<file path="config.mk">
export PLATFORM = sky130hd
export DESIGN_NAME = ysyx_25040105_lsu
export DESIGN_NICKNAME = d
export VERILOG_FILES = /design/src/rtl/ysyx_25040105_lsu.sv
export SDC_FILE = /design/constraint.sdc
export NUM_CORES = 1
export LEC_CHECK = 0
export CELL_PAD_IN_SITES_DETAIL_PLACEMENT = 0
export CELL_PAD_IN_SITES_GLOBAL_PLACEMENT = 1
export CORE_MARGIN = 2
export CORE_UTILIZATION = 35
export CTS_CLUSTER_SIZE = 12
export DETAILED_ROUTE_END_ITERATION = 12
export PLACE_DENSITY_LB_ADDON = 0.1
export SLEW_MARGIN = 20
export SYNTH_ARGS = -nofsm -noshare
export SYNTH_HDL_FRONTEND = slang
export SYNTH_SLANG_ARGS = --single-unit
</file>
<file path="constraint.sdc">
create_clock -name clk -period 6.6 [get_ports clk]
set_clock_uncertainty 0.1 [all_clocks]
set_input_delay 1.32 -clock clk [delete_from_list [all_inputs] [get_ports clk]]
set_output_delay 1.32 -clock clk [all_outputs]
set_load 0.03 [all_outputs]
</file>
<file path="src/rtl/ysyx_25040105_lsu.sv">
// Load/store unit sitting after execute. Accepts one instruction at a time.
// Loads and stores go out on a valid/ready request bus and wait for a
// response. Everything else passes the execute result straight through.
// The aligned and extended result is then presented to writeback.
module ysyx_25040105_lsu #(
  parameter int XLEN = 32,
  parameter int RD_W = 5
) (
  input  logic            clk,
  input  logic            rst,
  // upstream (execute)
  input  logic            in_valid,
  output logic            in_ready,
  input  logic            in_is_load,
  input  logic            in_is_store,
  input  logic [2:0]      in_funct3,
  input  logic [XLEN-1:0] in_addr,
  input  logic [XLEN-1:0] in_wdata,
  input  logic [RD_W-1:0] in_rd,
  // memory bus
  output logic            mem_req_valid,
  input  logic            mem_req_ready,
  output logic [XLEN-1:0] mem_addr,
  output logic            mem_wen,
  output logic [XLEN-1:0] mem_wdata,
  output logic [3:0]      mem_wmask,
  input  logic            mem_rsp_valid,
  input  logic [XLEN-1:0] mem_rdata,
  // downstream (writeback)
  output logic            out_valid,
  input  logic            out_ready,
  output logic [XLEN-1:0] out_result,
  output logic [RD_W-1:0] out_rd,
  output logic            out_err
);

  typedef enum logic [1:0] {
    S_IDLE = 2'd0,
    S_REQ  = 2'd1,
    S_WAIT = 2'd2,
    S_DONE = 2'd3
  } state_t;

  state_t          r_state;
  logic [1:0]      r_off;      // byte offset of the access within the word
  logic [2:0]      r_funct3;
  logic            r_is_load;

  logic            w_accept;
  logic            w_mem_op;
  logic            w_f3_ok;
  logic            w_align_ok;
  logic            w_fault;
  logic [1:0]      w_off;
  logic [3:0]      w_wmask;
  logic [XLEN-1:0] w_wdata;
  logic [7:0]      w_byte;
  logic [15:0]     w_half;
  logic [XLEN-1:0] w_ldata;

  assign in_ready = (r_state == S_IDLE);
  assign w_accept = in_valid && in_ready;
  assign w_off    = in_addr[1:0];
  assign w_mem_op = in_is_load || in_is_store;

  // Decide whether an incoming load/store is legal (size encoding and alignment).
  // NOTE: every always_comb output gets a default first so no path leaves it unassigned (no latch).
  always_comb begin
    w_f3_ok    = 1'b0;
    w_align_ok = 1'b1;
    if (in_is_load && !in_is_store) begin
      case (in_funct3)
        3'b000, 3'b001, 3'b010, 3'b100, 3'b101: w_f3_ok = 1'b1;
        default:                                w_f3_ok = 1'b0;
      endcase
    end else if (in_is_store && !in_is_load) begin
      case (in_funct3)
        3'b000, 3'b001, 3'b010: w_f3_ok = 1'b1;
        default:                w_f3_ok = 1'b0;
      endcase
    end
    case (in_funct3[1:0])
      2'b01:   w_align_ok = !w_off[0];
      2'b10:   w_align_ok = (w_off == 2'b00);
      default: w_align_ok = 1'b1;
    endcase
    w_fault = w_mem_op && !(w_f3_ok && w_align_ok);
  end

  // Place store data on the byte lanes selected by size and offset.
  always_comb begin
    w_wmask = 4'b0000;
    w_wdata = '0;
    if (in_is_store) begin
      case (in_funct3[1:0])
        2'b00: begin
          w_wmask = 4'b0001 << w_off;
          w_wdata = {(XLEN/8){in_wdata[7:0]}};
        end
        2'b01: begin
          w_wmask = w_off[1] ? 4'b1100 : 4'b0011;
          w_wdata = {(XLEN/16){in_wdata[15:0]}};
        end
        default: begin
          w_wmask = 4'b1111;
          w_wdata = in_wdata;
        end
      endcase
    end
  end

  assign w_byte = mem_rdata[{r_off, 3'b000} +: 8];
  assign w_half = mem_rdata[{r_off[1], 4'b0000} +: 16];

  // Pick the loaded byte/half/word and sign- or zero-extend it.
  always_comb begin
    w_ldata = mem_rdata;
    case (r_funct3)
      3'b000:  w_ldata = {{(XLEN-8){w_byte[7]}}, w_byte};
      3'b001:  w_ldata = {{(XLEN-16){w_half[15]}}, w_half};
      3'b100:  w_ldata = {{(XLEN-8){1'b0}}, w_byte};
      3'b101:  w_ldata = {{(XLEN-16){1'b0}}, w_half};
      default: w_ldata = mem_rdata;
    endcase
  end

  // Transaction FSM. All bus and writeback outputs are registered here.
  // NOTE: state is updated with non-blocking assignments so every register samples pre-edge values.
  always_ff @(posedge clk or posedge rst) begin
    if (rst) begin
      r_state       <= S_IDLE;
      r_off         <= 2'b00;
      r_funct3      <= 3'b000;
      r_is_load     <= 1'b0;
      mem_req_valid <= 1'b0;
      mem_addr      <= '0;
      mem_wen       <= 1'b0;
      mem_wdata     <= '0;
      mem_wmask     <= 4'b0000;
      out_valid     <= 1'b0;
      out_result    <= '0;
      out_rd        <= '0;
      out_err       <= 1'b0;
    end else begin
      case (r_state)
        S_IDLE: begin
          if (w_accept) begin
            r_off     <= w_off;
            r_funct3  <= in_funct3;
            r_is_load <= in_is_load;
            out_rd    <= in_rd;
            if (!w_mem_op || w_fault) begin
              // pass-through or faulting access: no bus traffic
              out_result <= in_addr;
              out_err    <= w_fault;
              out_valid  <= 1'b1;
              r_state    <= S_DONE;
            end else begin
              mem_req_valid <= 1'b1;
              mem_addr      <= {in_addr[XLEN-1:2], 2'b00};
              mem_wen       <= in_is_store;
              mem_wmask     <= w_wmask;
              mem_wdata     <= w_wdata;
              out_err       <= 1'b0;
              r_state       <= S_REQ;
            end
          end
        end
        S_REQ: begin
          if (mem_req_ready) begin
            mem_req_valid <= 1'b0;
            r_state       <= S_WAIT;
          end
        end
        S_WAIT: begin
          if (mem_rsp_valid) begin
            out_result <= r_is_load ? w_ldata : '0;
            out_valid  <= 1'b1;
            r_state    <= S_DONE;
          end
        end
        S_DONE: begin
          if (out_ready) begin
            out_valid <= 1'b0;
            r_state   <= S_IDLE;
          end
        end
        default: r_state <= S_IDLE;
      endcase
    end
  end

endmodule

</file>
## Word level (Yosys, flattened, before mapping)

Index checks and enable logic that the tools add are counted.

| operators by class | value |
|---|---|
| reductions and logical operators | 28 |
| multiply operators | 0 |
| $lt $le $gt $ge | 0 |
| add/sub/neg operators | 0 |
| equal/unequal tests | 18 |
| div/mod/pow operators | 0 |
| bitwise operators | 1 |
| shifts and indexed selects | 3 |
| mux-type cells | 32 |

Operators by type and width:

| cell | count |
|---|---|
| 2-to-1 mux 32 bit | 5 |
| one-hot mux 32 bit (2 select lines) | 2 |
| one-hot mux 32 bit (4 select lines) | 1 |
| indexed part select 32 x 6 -> 16 bit | 1 |
| indexed part select 32 x 6 -> 8 bit | 1 |
| == test 3 bit (second input constant) | 4 |
| 2-to-1 mux 1 bit | 12 |
| AND reduction 4 bit | 3 |
| 2-to-1 mux 2 bit | 5 |
| 2-to-1 mux 4 bit | 2 |
| inequality test 2 bit (second input constant) | 4 |
| one-hot mux 2 bit (4 select lines) | 1 |
| one-hot mux 4 bit (2 select lines) | 1 |
| == test 2 bit (second input constant) | 3 |
| == test 3 x 1 -> 1 bit (second input constant) | 2 |
| logical NOT 2 bit | 3 |
| logical NOT 3 bit | 2 |
| logical AND 1 bit | 5 |
| logical NOT 1 bit | 5 |
| AND reduction 5 bit | 1 |
| OR reduction 5 bit | 1 |
| == test 2 x 1 -> 1 bit (second input constant) | 2 |
| inequality test 2 x 1 -> 1 bit (second input constant) | 2 |
| one-hot mux 1 bit (2 select lines) | 2 |
| 10 further kinds | 12 |

| storage, ports and cells | value |
|---|---|
| memories | 0 |
| input port bits | 112 |
| latch bits | 0 |
| memory bits (read-only) | 0 |
| memory bits (writable) | 0 |
| output and inout bits | 110 |
| register bits after elaboration | 115 |
| logic and storage cells | 95 |

## Depth between registers and ports, before layout

Gate-level depths: netlist (run 1).

| logic depth | value |
|---|---|
| depth in word-level cells | 12 |
| depth in mapped cells | 11 |
| depth with buffers taken out | 7 |

## Worst setup path after synthesis (run 1)

Ideal clock, no wire load.

| timing | value |
|---|---|
| kind | input-to-reg |
| start | input in_funct3[0] |
| end | register out_result[16] |
| stages on the path | 11 |
| setup slack | 3301 ps |
| buffers on the path | 4 |
| setup time | 125 ps |
| arrival | 3074 ps |
| cell sequence | inv_1 > ha_1 > buf_6 > or2_1 > buf_2 > o211ai_2 > a21oi_2 > a21o_1 > buf_6 > buf_6 > mux2_4 |

| between the ends | value |
|---|---|
| cells in the longest elaborated chain, start to end | 11 |

Ends and longest elaborated chain:

| element | line | text |
|---|---|---|
| from (decl) | 16 | `input logic [2:0] in_funct3,` |
| == test 3 x 1 -> 1 bit, or another cell as far along | 72, 77 |  |
| OR reduction 3 bit | 77 | `case (in_funct3)` |
| 2-to-1 mux 1 bit | 77 |  |
| 2-to-1 mux 1 bit | 76 | `end else if (in_is_store && !in_is_load) begin` |
| 2-to-1 mux 1 bit | 71 | `if (in_is_load && !in_is_store) begin` |
| logical AND 1 bit * | 87 | `w_fault = w_mem_op && !(w_f3_ok && w_align_ok);` |
| logical NOT 1 bit * | 87 |  |
| logical AND 1 bit * | 87 |  |
| logical OR 1 bit * | 152 | `if (!w_mem_op \|\| w_fault) begin` |
| inequality test 2 x 1 -> 1 bit (no line) * | -- |  |
| AND reduction 4 bit (no line) * | -- |  |
| to (signal assigned) | 154 | `out_result <= in_addr;` |
| to (signal assigned) | 177 | `out_result <= r_is_load ? w_ldata : '0;` |
| to (decl) | 32 | `output logic [XLEN-1:0] out_result,` |

Mark *: on every way between the ends. The rest lies on a longest branch, timed or not.
A chain may end at the register's enable or synchronous reset.

## Worst setup path after layout (run 1)

| timing | value |
|---|---|
| start | input in_funct3[1] |
| end | register out_result[29] |

Same word-level chain as after synthesis.

==> results of run 1 <==
==> power breakdown <==
part | total (mW) | leakage, nW | switching, mW | internal [mW]
logic | 2.34 | 2.09 | 1.27 | 1.08
registers | 1.25 | 1.47 | 0.222 | 1.03
clock network | 0.908 | 0.276 | 0.351 | 0.557
total | 4.50 | 3.83 | 1.84 | 2.66
==> cells by family after synthesis <==
group / count (synthesis)
AOI/OAI and AO/OA: 149
adders and majority gates: 7
buffers and inverters: 63
DFF: 115
muxes: 84
other: 1
and+or+nand+nor: 119
==> layout make-up <==
class                      instances  area, µm²
multi-input combinational        361       2670
inverter                          27        104
clock buffer                      17        425
fill                            1431       7740
tap                              220        275
clock inverter                    15        158
sequential                       115       2880
timing repair buffer             222       2210
==> cell usage after synthesis, types with 2 or more instances <==
cell type,n
clkbuf_1,14
a211o_1,2
nand2_1,72
o21ai_0,46
o211ai_2,2
a21o_1,3
o22ai_1,3
mux2i_1,21
buf_2,12
a21oi_1,9
inv_1,27
dfrtp_1,115
buf_1,2
o2bb2ai_1,13
mux2_4,22
mux2_2,8
a22o_1,8
o31ai_1,23
nor2b_1,12
buf_4,2
nor2_1,26
a221o_1,17
and3_1,3
ha_1,7
buf_6,6
o21ai_1,16
mux2_1,32
==> layer usage <==
layer | track usage, % | vias to the layer above | share of wire, %
met4 | 7.57 | 0 | 2.2
met2 | 34.8 | 210 | 47
li1 | - | 2338 | -
met1 | 27.2 | 2402 | 43
met3 | 5.86 | 27 | 7.6
met5 | 0 | - | 0
==> worst register-to-register path, cell delays in order, from the launching register on <==
cell and delay [ns]:
dfrtp_1 0.41, inv_1 0.10, ha_1 0.37, nand2_1 0.47
a211o_4 0.71, buf_4 0.38, o31ai_1 0.31
==> sequential cells by signal (all words and copies together), names as in the netlist <==
signal	count
out_result	32
mem_addr	30
out_rd	5
mem_wen	1
out_err	1
mem_wmask	4
r_state	2
r_off	2
mem_wdata	32
r_is_load	1
r_funct3	3
out_valid	1
mem_req_valid	1
==> per-stage QoR <==
| stage | hold WS [ns] | util (%) | std cells | cell area, µm² |
|---|---|---|---|---|
| finish | 0.383 | 53.0 | 977 | 8720 |
| floorplan | 0.401 | - | 539 | 5840 |
| detailed placement | 0.371 | 49.4 | 945 | 8140 |
| CTS | 0.387 | 53.0 | 977 | 8720 |
| global route | 0.404 | 53.0 | 977 | 8720 |
| global placement | 0.363 | 49.4 | 945 | 8140 |
==> final timing paths <==
kind / from / to / slack [ns] / depth (start not counted)
hold / removal: mem_wdata[22]$_DFFE_PP0P_ / mem_wdata[22]$_DFFE_PP0P_ / 0.38 / 2
setup reg to reg: r_state[1]$_DFFE_PP0P_ / mem_wdata[12]$_DFFE_PP0P_ / 3.64 / 6
hold reg to reg: mem_wdata[22]$_DFFE_PP0P_ / mem_wdata[22]$_DFFE_PP0P_ / 0.38 / 2
setup / recovery: in_funct3[1] / out_result[29]$_DFFE_PP0P_ / 1.88 / 8
max in group asynchronous: rst / out_result[1]$_DFFE_PP0P_ / 3.84 / 3
min in group asynchronous: rst / mem_addr[20]$_DFFE_PP0P_ / 1.31 / 2
==> out/results.txt, run 1 <==
outcome: finished clean
number of synthesized flops with an enable pin: 0
Slew Limit Fails: 0
post-cts resize count: 0
hold crit path type: reg -> reg
Compound-Gate Fraction of Synth Area: 17.9%
share of the synthesized area in the top cell type: 49.3%
top post-synthesis cells by area: dfrtp_1 49%, mux2_1 6.2%, mux2_4 5.7%, nand2_1 4.6%, o21ai_0 3.9%
Post-CTS Hold Buffers: 0
share of layout cells above drive strength 1: 9.78%
core area: 0.0165 mm²
Vias: 4977
crit share post-route: 71.5%
synthesized area: 0.00584 mm²
Power, Total: 4.50 mW
CP max FO: 32
Critical Path RT: 6.79 ns
GRT overflow: 0
nets@finish: 863
Sum Neg Setup Slack: 0 ns
Clock Path Buffers: 2
post-route minimum period: 4.72 ns
commonest non-fill, non-tap cell in the layout: clkdlybuf4s50_1
worst path buffer plus inverter count: 2
cell family with the largest share of critical-path delay: compound AO/OA/AOI/OAI gates
CTS tree: done
DRC: 0
die height: 133 µm
startpoint types: primary input
Total Routing Usage GR: 21.3%
Mean Syn Cell Area: 10.8 µm²
clock-pin slew on the worst setup and hold paths: 0.05 ns
DRT Pass-1 Iters: 5
Clock Root Buffer: clkbuf_16
DRT iter0 DRCs: 287
Buffers on Ports: 219
final WL: 18.4 mm
Final Hold Fails: 0
IO Pins: 222
routability congestion estimate: 0.837
CP Class: in -> reg
row cnt: 47
leading cell types in the layout, fill and taps excluded: 219 x clkdlybuf4s50_1, 115 x dfrtp_1, 72 x nand2_1
peak supply drop: 0.000208 V
CP arrival: 4.91 ns
Max-cap violations: 0
Mapped Cells: 538
Ys Warns: 0
Power Density: 516 mW/mm²
pin count of the biggest net entering global routing: 68
dpl ws: 1.48 ns
Vias/cell: 5.09
adder-cell area share of the yosys netlist: 1.50%
H-Tree Depth: 4
Seq/Total Area, Yosys: 49.3%
initial antenna violation count: 0
DIE AREA: 0.0177 mm²
async set-or-reset flop fraction in the synthesized netlist: 100%
Slew @ Worst Pin: 1.06 ns
Synth cell types: 42
clock sinks: 115
Final ANT Viol Nets: 0
Top FF cell, synth: dfrtp_1
later-pin clock latency in the skew report: 0.42 ns
largest stage delay on the critical path: 0.87 ns
Slowest-stage cell, CP: a21o_2
number of global-route vias before repair: 5128
number of diodes: 0
Simple-Gate Fraction of Synth Area: 8.66%
Die Width: 133 µm
Leak: 3.83 nW
Area growth, synth to finish: 49.5%
CTS Buf Count: 17
final setup fails: 0
final worst slack: 1.88 ns
Setup crit end kind: flop
DP Wirelength: 13.4 mm
post-synthesis sequential element count: 115
FMAX: 212 MHz
largest family of logic cells by synthesized area: compound AO/OA/AOI/OAI gates
mux share of post-synthesis cell area: 17.4%
WL/cell: 18.8 µm
post-synth top area cell: dfrtp_1
global-route wire length before repair: 29.0 mm
XOR/XNOR Fraction of Synth Area: 0%
cells along the critical path: clkdlybuf4s50_1 -> inv_1 -> ha_1 -> or2_1 -> o211ai_2 -> a21oi_2 -> a21o_2 -> mux2_1
RSZ-0062 raised after global routing: no
Slew headroom: 29.0%
Initial Util: 35.4%
setup bufs post-CTS: 0
Power figures use the tool's default switching activity.
==> run 2, diff against run 1 <==
--- a/config.mk
+++ b/config.mk
@@ -8,7 +8,7 @@
 export CELL_PAD_IN_SITES_DETAIL_PLACEMENT = 0
 export CELL_PAD_IN_SITES_GLOBAL_PLACEMENT = 1
 export CORE_MARGIN = 2
-export CORE_UTILIZATION = 35
+export CORE_UTILIZATION = 34
 export CTS_CLUSTER_SIZE = 12
 export DETAILED_ROUTE_END_ITERATION = 12
 export PLACE_DENSITY_LB_ADDON = 0.1
==> constraint.sdc (replaced) <==
create_clock -name clk -period 4.9 [get_ports clk]
set_clock_uncertainty 0.1 [all_clocks]
set_input_delay 0.98 -clock clk [delete_from_list [all_inputs] [get_ports clk]]
set_output_delay 0.98 -clock clk [all_outputs]
set_load 0.03 [all_outputs]
==> out/results.txt, run 2 (synthesis gave the netlist of run 1 again) <==
Buffers on Ports: 219
final instance count without filler cells: 983
Clock Path Buffers: 2
WP depth: 8
CTS tree: done
Vias/cell: 5.02
Critical Path RT: 5.09 ns
CP max FO: 56
Power Density: 699 mW/mm²
outcome: finished clean
Final Hold Fails: 0
hold crit path type: reg -> reg
WL/cell: 18.7 µm
DIE AREA: 0.0182 mm²
Clock Root Buffer: clkbuf_16
Slew @ Worst Pin: 1.04 ns
Core Util, Final: 52.7%
Post-CTS Hold Buffers: 0
cell family with the largest share of critical-path delay: buffers and inverters
Slew Limit Fails: 0
pin count of the biggest net entering global routing: 69
Max-cap violations: 0
DRT iter0 DRCs: 297
DP Wirelength: 13.7 mm
Setup crit end kind: flop
global-route wire length before repair: 28.6 mm
Total Routing Usage GR: 20.5%
setup bufs post-CTS: 0
number of diodes: 0
cells along the critical path: clkdlybuf4s50_1 -> inv_1 -> ha_1 -> or2_1 -> o211ai_2 -> a211o_4 -> buf_4 -> mux2_1
share of layout cells above drive strength 1: 10.5%
number of global-route vias before repair: 5102
Die Width: 135 µm
DRC: 0
IO Pins: 222
clock sinks: 115
# fillers: 1513
later-pin clock latency in the skew report: 0.41 ns
Leak: 3.87 nW
post-route minimum period: 3.55 ns
row cnt: 47
final WL: 18.4 mm
FMAX: 281 MHz
Vias: 4932
largest stage delay on the critical path: 0.59 ns
Inst Count DP: 951
Slowest-stage cell, CP: a211o_4
CP arrival: 3.74 ns
peak supply drop: 0.000292 V
leading cell types in the layout, fill and taps excluded: 219 x clkdlybuf4s50_1, 115 x dfrtp_1, 72 x nand2_1
worst path buffer plus inverter count: 3
biggest regs: mem_wdata: 32 flops, out_result: 32 flops, mem_addr: 30 flops
Slew headroom: 30.9%
Min-Delay Path Depth: 2
clock-pin slew on the worst setup and hold paths: 0.06 ns
Area growth, synth to finish: 50.9%
GRT overflow: 0
core area: 0.0167 mm²
CTS Buf Count: 17
routability congestion estimate: 0.799
H-Tree Depth: 4
CP Class: in -> reg
die height: 135 µm
crit share post-route: 72.5%
initial antenna violation count: 0
DRT Pass-1 Iters: 6
Sum Neg Setup Slack: 0 ns
Initial Util: 34.9%
final setup fails: 0
post-cts resize count: 0
RSZ-0062 raised after global routing: no
worst-case reg-to-reg path depth: 6
commonest non-fill, non-tap cell in the layout: clkdlybuf4s50_1
startpoint types: primary input
Final ANT Viol Nets: 0
nets@finish: 869
==> run 2: tightest hold or removal path: stages, from the launching register on <==
cell and delay, ns:
dfrtp_1 0.34, nand2_1 0.05, o21ai_1 0.06
==> run 2: metrics by stage <==
step           instance area (µm²)  total power, mW  hold slack (ns)  setup slack (ns)
3_5_place_dp                  8200             4.91            0.369             0.923
2_1_floorplan                 5840             3.68            0.401             0.776
3_3_place_gp                  8200             4.86            0.366              1.03
6_report                      8800             6.15            0.387              1.35
4_1_cts                       8800             6.22            0.388              1.36
5_1_grt                       8800             6.49            0.412              1.20
==> run 2: final timing paths <==
path	from	to	slack, ns
min in group asynchronous	rst	mem_addr[19]$_DFFE_PP0P_	0.99
worst max-delay path	in_funct3[0]	mem_addr[26]$_DFFE_PP0P_	1.35
worst min register to register	mem_wdata[5]$_DFFE_PP0P_	mem_wdata[5]$_DFFE_PP0P_	0.39
max in group asynchronous	rst	mem_addr[26]$_DFFE_PP0P_	2.79
worst max register to register	r_state[1]$_DFFE_PP0P_	mem_addr[26]$_DFFE_PP0P_	1.99
worst min-delay path	mem_wdata[5]$_DFFE_PP0P_	mem_wdata[5]$_DFFE_PP0P_	0.39
==> run 2: final cells by class <==
class / count / area [µm²] / area share (%)
flip-flops and latches: 115 / 2880 / 32.7
multi-input cells: 361 / 2670 / 30.3
repair buffers: 228 / 2270 / 25.8
clock buffers: 17 / 425 / 4.83
well taps: 220 / 275 / 3.13
clock inverters: 15 / 183 / 2.07
inverters: 27 / 104 / 1.18
==> run 2: where the power goes <==
group	leakage (nW)	internal, mW	switching [mW]
clock	0.286	0.803	0.481
combinational	2.12	1.46	1.71
sequential	1.47	1.39	0.305
total	3.87	3.66	2.50
==> run 2: metal layers <==
metal	part of all wire (%)	track usage, %	wire length [µm]
met1	44	26.9	8020
met2	48	33.5	8790
met3	7.4	5.26	1360
met4	1.2	5.90	216
met5	0	0	0
==> run 3, diff against run 2 <==
==> constraint.sdc (replaced) <==
create_clock -name clk -period 3.5 [get_ports clk]
set_clock_uncertainty 0.1 [all_clocks]
set_input_delay 0.7 -clock clk [delete_from_list [all_inputs] [get_ports clk]]
set_output_delay 0.7 -clock clk [all_outputs]
set_load 0.03 [all_outputs]
==> out/results.txt, run 3 (synthesis gave the netlist of run 1 again) <==
outcome: finished clean
DP Wirelength: 14.0 mm
Power, Total: 8.56 mW
routability congestion estimate: 0.789
Max-cap violations: 0
startpoint types: primary input
core area: 0.0167 mm²
biggest regs: mem_wdata: 32 flops, out_result: 32 flops, mem_addr: 30 flops
row cnt: 47
Setup crit end kind: flop
RR Endpoint: out_result[15]$_DFFE_PP0P_
commonest non-fill, non-tap cell in the layout: clkdlybuf4s50_1
DRT Pass-1 Iters: 4
DIE AREA: 0.0182 mm²
GRT overflow: 0
H-Tree Depth: 4
number of global-route vias before repair: 5198
FMAX: 329 MHz
Area growth, synth to finish: 53.0%
setup bufs post-CTS: 0
peak supply drop: 0.000467 V
final instance count without filler cells: 995
post-route minimum period: 3.04 ns
Vias/cell: 5.05
worst hold path endpoint: mem_wdata[11]$_DFFE_PP0P_
Vias: 5020
Slew @ Worst Pin: 0.978 ns
die height: 135 µm
min-delay src: mem_wdata[11]$_DFFE_PP0P_
Sum Neg Setup Slack: 0 ns
multi-input logic area: 0.00267 mm²
DRC: 0
Clock Path Buffers: 2
Leak: 3.94 nW
Slew Limit Fails: 0
RSZ-0062 raised after global routing: no
Die Width: 135 µm
Final ANT Viol Nets: 0
CP max FO: 26
sequential cell area: 0.00288 mm²
final setup fails: 0
Reg2Reg Setup Slack: 0.84 ns
CTS tree: done
Critical Path Start: in_funct3[1]
leading cell types in the layout, fill and taps excluded: 219 x clkdlybuf4s50_1, 115 x dfrtp_1, 72 x nand2_1
launch point of the worst reg-to-reg path: r_state[0]$_DFFE_PP0P_
post-cts resize count: 0
CP arrival: 3.28 ns
worst-case reg-to-reg path depth: 7
Slew headroom: 34.8%
Min-Delay Path Depth: 2
# fillers: 1477
CTS Buf Count: 17
Post-CTS Hold Buffers: 0
initial antenna violation count: 0
Power Density: 959 mW/mm²
later-pin clock latency in the skew report: 0.41 ns
crit share post-route: 86.9%
Initial Util: 34.9%
global-route wire length before repair: 28.7 mm
WL/cell: 18.8 µm
clock sinks: 115
IO Pins: 222
pin count of the biggest net entering global routing: 47
DRT iter0 DRCs: 261
final WL: 18.7 mm
Buffers on Ports: 219
number of diodes: 0
Inst Count DP: 963
Clock Root Buffer: clkbuf_16
clock-pin slew on the worst setup and hold paths: 0.06 ns
Total Routing Usage GR: 20.5%
Critical Path RT: 3.74 ns
nets@finish: 881
Final Hold Fails: 0
share of layout cells above drive strength 1: 11.7%
CP Class: in -> reg
hold crit path type: reg -> reg
-- run 3: changes by cell type in the layout (fill, tap and decap cells not counted), sizes merged --
cell and delta:
bufinv -1, clkinvlp +1, inv -3, clkbuf +3, buf +12
-- run 3: stage by stage --
| stage | hold slack, ns | worst slack, ns | area [µm²] | util, % |
|---|---|---|---|---|
| after global routing | 0.409 | 0.241 | 8930 | 53.4 |
| after global placement | 0.359 | 0.164 | 8340 | 49.9 |
| after floorplan | 0.401 | 0.821 | 5840 | - |
| final | 0.382 | 0.457 | 8930 | 53.4 |
| after CTS | 0.389 | 0.465 | 8930 | 53.4 |
| after detailed placement | 0.370 | 0.0117 | 8340 | 49.9 |
-- run 3: worst max-delay path, cell delays in order --
cell and delay [ns]:
clkdlybuf4s50_1 0.43, inv_1 0.15, ha_1 0.21, or2_1 0.20
o211ai_2 0.14, a21oi_2 0.19, a21o_2 0.73, buf_4 0.32
mux2i_1 0.19
-- run 3: final cells by class --
class | count | share of cell area [%]
clock buffers | 20 | 5.12
clock inverters | 12 | 1.47
inverters | 27 | 1.18
multi-input cells | 361 | 29.9
flip-flops and latches | 115 | 32.2
well taps | 220 | 3.08
repair buffers | 240 | 27.0
-- run 3: worst max-delay path by stage --
| stage | end | slack (ns) | depth (start not counted) |
|---|---|---|---|
| after floorplan | out_result[16]$_DFFE_PP0P_ | 0.82 | 11 |
| after CTS | out_result[11]$_DFFE_PP0P_ | 0.46 | 9 |
| after global placement | out_result[15]$_DFFE_PP0P_ | 0.16 | 9 |
| after global routing | out_result[9]$_DFFE_PP0P_ | 0.24 | 9 |
| after detailed placement | out_result[15]$_DFFE_PP0P_ | 0.01 | 9 |
| final | out_result[15]$_DFFE_PP0P_ | 0.46 | 9 |
-- run 3: power breakdown --
part	switching, mW	leakage (nW)	internal, mW
sequential	0.422	1.47	1.94
combinational	2.41	2.20	2.06
clock	0.635	0.278	1.08
total	3.47	3.94	5.09
-- run 3: metal layers --
layer	up-vias	share of wire [%]	global-route usage (%)
met2	180	47	34.0
met4	0	1.4	6.19
met3	19	7.5	6.31
li1	2373	-	-
met5	-	0	0
met1	2448	44	25.8
